$ cat src/rtl/baccarat_pkg.sv
// Shared types and constants for the baccarat deal sequencer: FSM state encoding,
// card rank/value constants and the rank-to-value mapping.
package baccarat_pkg;

  typedef enum logic [3:0] {
    IDLE   = 4'd0,
    LD_P1  = 4'd1,
    LD_D1  = 4'd2,
    LD_P2  = 4'd3,
    LD_D2  = 4'd4,
    EVAL   = 4'd5,
    LD_P3  = 4'd6,
    EVAL_D = 4'd7,
    LD_D3  = 4'd8,
    DONE   = 4'd9
  } state_e;

  localparam logic [3:0] RANK_TEN    = 4'd10;
  localparam logic [3:0] RANK_KING   = 4'd13;
  localparam logic [3:0] NATURAL_MIN = 4'd8;
  localparam logic [3:0] DRAW_MAX    = 4'd5;

  // Face cards and tens count as zero; rank 0 (no card) is already zero.
  function automatic logic [3:0] card_value(input logic [3:0] rank);
    if (rank >= RANK_TEN && rank <= RANK_KING) begin
      return 4'd0;
    end
    return rank;
  endfunction

endpackage

$ cat src/rtl/banker_rule.sv
// Banker third-card table: purely combinational, zero latency, no flow control.
// Decides whether the banker draws given its score and the player's third card.
module banker_rule
  import baccarat_pkg::*;
(
  input  logic [3:0] dscore,
  input  logic [3:0] pcard3,
  output logic       draw
);

  logic [3:0] v;

  always_comb begin
    v    = card_value(pcard3);
    draw = 1'b0;
    case (dscore)
      4'd0, 4'd1, 4'd2: draw = 1'b1;
      4'd3:             draw = (v != 4'd8);
      4'd4:             draw = (v >= 4'd2) && (v <= 4'd7);
      4'd5:             draw = (v >= 4'd4) && (v <= 4'd7);
      4'd6:             draw = (v >= 4'd6) && (v <= 4'd7);
      default:          draw = 1'b0;
    endcase
  end

endmodule

$ cat src/rtl/deal_controller.sv
// Baccarat deal sequencer: one state per cycle, Moore strobes/lights decoded from state.
// No backpressure: the datapath is assumed to absorb each load strobe in its cycle.
module deal_controller
  import baccarat_pkg::*;
(
  input  logic       slow_clock,
  input  logic       resetb,
  input  logic [3:0] pscore_out,
  input  logic [3:0] dscore_out,
  input  logic [3:0] pcard3_out,
  output logic       load_pcard1,
  output logic       load_pcard2,
  output logic       load_pcard3,
  output logic       load_dcard1,
  output logic       load_dcard2,
  output logic       load_dcard3,
  output logic       player_win_light,
  output logic       dealer_win_light,
  output logic       game_over
);

  state_e state_q, state_d;
  logic   banker_draw;

  banker_rule u_banker_rule (
    .dscore (dscore_out),
    .pcard3 (pcard3_out),
    .draw   (banker_draw)
  );

  always_ff @(posedge slow_clock) begin
    if (resetb) begin
      state_q <= IDLE;
    end else begin
      state_q <= state_d;
    end
  end

  always_comb begin
    state_d = state_q;
    case (state_q)
      IDLE:   state_d = LD_P1;
      LD_P1:  state_d = LD_D1;
      LD_D1:  state_d = LD_P2;
      LD_P2:  state_d = LD_D2;
      LD_D2:  state_d = EVAL;
      EVAL: begin
        // A natural on either side ends the hand before any third card.
        if (pscore_out >= NATURAL_MIN || dscore_out >= NATURAL_MIN) begin
          state_d = DONE;
        end else if (pscore_out <= DRAW_MAX) begin
          state_d = LD_P3;
        end else if (dscore_out <= DRAW_MAX) begin
          state_d = LD_D3;
        end else begin
          state_d = DONE;
        end
      end
      LD_P3:  state_d = EVAL_D;
      EVAL_D: state_d = banker_draw ? LD_D3 : DONE;
      LD_D3:  state_d = DONE;
      DONE:   state_d = DONE;
      default: state_d = IDLE;
    endcase
  end

  always_comb begin
    load_pcard1      = (state_q == LD_P1);
    load_pcard2      = (state_q == LD_P2);
    load_pcard3      = (state_q == LD_P3);
    load_dcard1      = (state_q == LD_D1);
    load_dcard2      = (state_q == LD_D2);
    load_dcard3      = (state_q == LD_D3);
    game_over        = 1'b0;
    player_win_light = 1'b0;
    dealer_win_light = 1'b0;
    if (state_q == DONE) begin
      game_over        = 1'b1;
      player_win_light = (pscore_out >= dscore_out);
      dealer_win_light = (dscore_out >= pscore_out);
    end
  end

endmodule

$ cat config.mk
export PLATFORM = sky130hd
export DESIGN_NAME = deal_controller
export DESIGN_NICKNAME = d
export VERILOG_FILES = /design/src/rtl/baccarat_pkg.sv /design/src/rtl/banker_rule.sv /design/src/rtl/deal_controller.sv
export SDC_FILE = /design/constraint.sdc
export NUM_CORES = 1
export LEC_CHECK = 0
export ABC_AREA = 0
export CAP_MARGIN = 20
export CORE_AREA = 2 2 39 41
export DETAILED_ROUTE_END_ITERATION = 16
export DIE_AREA = 0 0 41 43
export GPL_ROUTABILITY_DRIVEN = 0
export PLACE_DENSITY = 0.7
export SYNTH_ARGS = -nofsm -noshare
export SYNTH_HDL_FRONTEND = slang
export SYNTH_SLANG_ARGS = --single-unit
export TNS_END_PERCENT = 10
$ cat constraint.sdc
create_clock -name slow_clock -period 2.8 [get_ports slow_clock]
set_clock_uncertainty 0.15 [all_clocks]
set_input_delay 0.7 -clock slow_clock [delete_from_list [all_inputs] [get_ports slow_clock]]
set_output_delay 0.7 -clock slow_clock [all_outputs]
set_load 0.005 [all_outputs]
==> impl_metrics.json <==
{
  "maxCapViolCount": 0,
  "rows": 14,
  "die-area_um2": 1760,
  "hpwl_um": 935,
  "setup_viol": 0,
  "ys_seq_area_share_pct": 17.5,
  "path_class": "input port to output port",
  "synthXorXnorAreaFrac_pct": 0,
  "synth_mux_area_share_pct": 0,
  "post_drt_wl_per_cell_um": 12.6,
  "cts_buffers": 3,
  "synth-compound-area-share_pct": 31.1,
  "max_freq_ghz": 0.364,
  "yosys-top-cells-area": "dfxtp_1 (17%), ha_1 (11%), nor3_1 (6.6%), a211oi_2 (5.5%), nand2b_1 (5.5%)",
  "cts_hold_buf": 0,
  "netlist_instances": 59,
  "r2r_setup_slack_ns": 1.42,
  "drc": 0,
  "clockBufferDepth": 2,
  "gr-total-overflow": 0,
  "synthAdderAreaFrac_pct": 10.9,
  "core_region_area_um2": 1380,
  "layout-drive-gt1-share_pct": 33.7,
  "vias": 569,
  "fin_nets": 109,
  "drt-initial-drc-count": 16,
  "stdcell_count": 105,
  "grt_pass1_wl_um": 2210,
  "boundaryPins": 23,
  "dp_cells": 101,
  "cts_max_level": 1,
  "die_w_um": 41,
  "synth.avg_cell_area_um2": 7.76,
  "portBuffers": 22,
  "grt_pass1_vias": 527,
  "grt_start_max_net_pins": 12,
  "drt-pass1-iter-count": 4,
  "clock_latency_ns": 0.24,
  "powerDensity_nw_per_um2": 292,
  "n_fill_cell": 130,
  "drtAntennaViolNets": 0,
  "layout_min_cycle_time_ns": 2.75,
  "syn_area_um2": 458,
  "finalHoldViolCount": 0,
  "largest_register": "state_q",
  "routed_wl_um": 1320,
  "worstSetupStartpointType": "input port",
  "grtUsageTotal_pct": 18.4,
  "synth_simple_gate_area_share_pct": 30.3,
  "timing.final.max_slew_violations": 0,
  "synth_top_family_by_area": "compound AO/OA/AOI/OAI gates",
  "cts_sinks": 4,
  "relSlewSlack_pct": 76.8,
  "ir_drop_uv": 129,
  "status": "complete, no violations",
  "n_antenna_cell": 0,
  "ys_warn_count": 0,
  "yosysTopAreaCell": "dfxtp_1",
  "leakage_nw": 0.329,
  "fp.dieH_um": 43,
  "netlist.area_leader.share_pct": 17.5,
  "synthesis.nets": 77,
  "clockRootBuffer": "clkbuf_4",
  "worst_ep_required_time_ns": 1.95,
  "fin_crit_sh_pct": 98.2,
  "cp_max_fo": 2,
  "synthDistinctLibCells": 26,
  "tns_ns": 0,
  "area_growth_pct": 76.5,
  "endpoint_kind": "output port",
  "ys_ff_latch": 4,
  "largest_reg_flops": 4,
  "antenna_found_initial": 0,
  "viasPerCell": 5.42,
  "initial_utilization_pct": 33.1,
  "cts_tree": "built",
  "hold_path_class": "register to register",
  "largestRegisters": "state_q (4)",
  "cts.clk_slew.worst_paths_ns": 0.04,
  "critPathArrivalTime_ns": 1.90,
  "tightest_slew_ns": 0.348
}
-- path summary, 6_finish.rpt --
kind            startpoint               end  depth (start not counted)
max          pscore_out[1]  player_win_light                          8
min             state_q[3]        state_q[1]                          2
max reg2reg     state_q[3]        state_q[0]                          5
min reg2reg     state_q[3]        state_q[1]                          2
-- cell usage in the layout, fill, tap and decap left out, types with 2 or more instances in the layout --
| cell type | count |
|---|---|
| inv_2 | 3 |
| clkbuf_4 | 3 |
| clkdlybuf4s15_1 | 2 |
| buf_4 | 8 |
| nand2b_1 | 4 |
| clkdlybuf4s50_1 | 12 |
| o21a_1 | 3 |
| a211oi_1 | 2 |
| nor2_1 | 6 |
| buf_2 | 3 |
| dlygate4sd2_1 | 3 |
| nand2_1 | 3 |
| ha_4 | 4 |
| dfxtp_1 | 4 |
| a211oi_2 | 2 |
| nor3_1 | 6 |
| a21oi_1 | 2 |
-- metal layers --
metal  vias to the layer above  GRT usage, %  part of all wire [%]
met4                         0          8.00                   1.1
met3                         2          3.66                   6.1
met5                         -             0                     0
met1                       263          25.6                    42
met2                        29          26.3                    51
li1                        275             -                     -
-- final cells by class --
type	instances	area [µm²]	area share (%)
multi-input cells	47	397	49.1
repair buffers	30	268	33.1
flip-flops and latches	4	80.1	9.91
clock buffers	3	22.5	2.79
inverters	5	21.3	2.63
well taps	16	20.0	2.48
-- cells in the mapped netlist --
cell	instances
nand2b_1	4
o22a_1	1
a211oi_2	2
nand3_1	1
nand2b_4	1
dfxtp_1	4
o41ai_1	2
nor3_1	6
buf_6	2
a211o_1	1
nor3_2	1
inv_1	5
buf_2	1
a21oi_1	2
o31a_1	1
a21o_1	1
nor2b_1	2
a31oi_1	1
nand2_1	3
o211ai_1	1
ha_1	4
nor2_1	6
a211oi_1	2
and4_1	1
o21ai_1	1
o21a_1	3
-- report_power, final --
part	internal (mW)	total, mW	switching, mW
registers	0.0612	0.0681	0.00694
logic	0.0540	0.0927	0.0387
clock network	0.0482	0.0753	0.0271
-- stage by stage --
step                      setup WS [ns]  hold WS [ns]  utilization [%]  instance area [µm²]  power (mW)
final                            0.0496         0.423             58.4                  808       0.236
after global routing           -0.00295         0.451             58.4                  808       0.251
after CTS                       -0.0660         0.430             58.3                  807       0.233
after detailed placement         -0.870         0.426             52.3                  723       0.148
after global placement           -0.830         0.420             52.3                  723       0.147
after floorplan                   0.213         0.355                -                  458       0.106
-- repair_timing --
action                     4_1_cts  5_1_grt
setup buffers                    1        0
resized for setup               42        1
pin swaps                        8        2
setup endpoints to repair        2        1
-- worst max-delay path: stages --
cell	delay, ns
buf_6	0.10
inv_4	0.04
ha_4	0.19
nor2b_4	0.12
o21a_1	0.18
o21a_1	0.20
o41ai_2	0.21
buf_2	0.16
-- logic make-up after synthesis --
logic type,Yosys count
and+or+nand+nor,25
AOI/OAI and AO/OA,18
buffers and inverters,8
adders and majority gates,4
DFF,4
(Power assumes the default switching activity.)
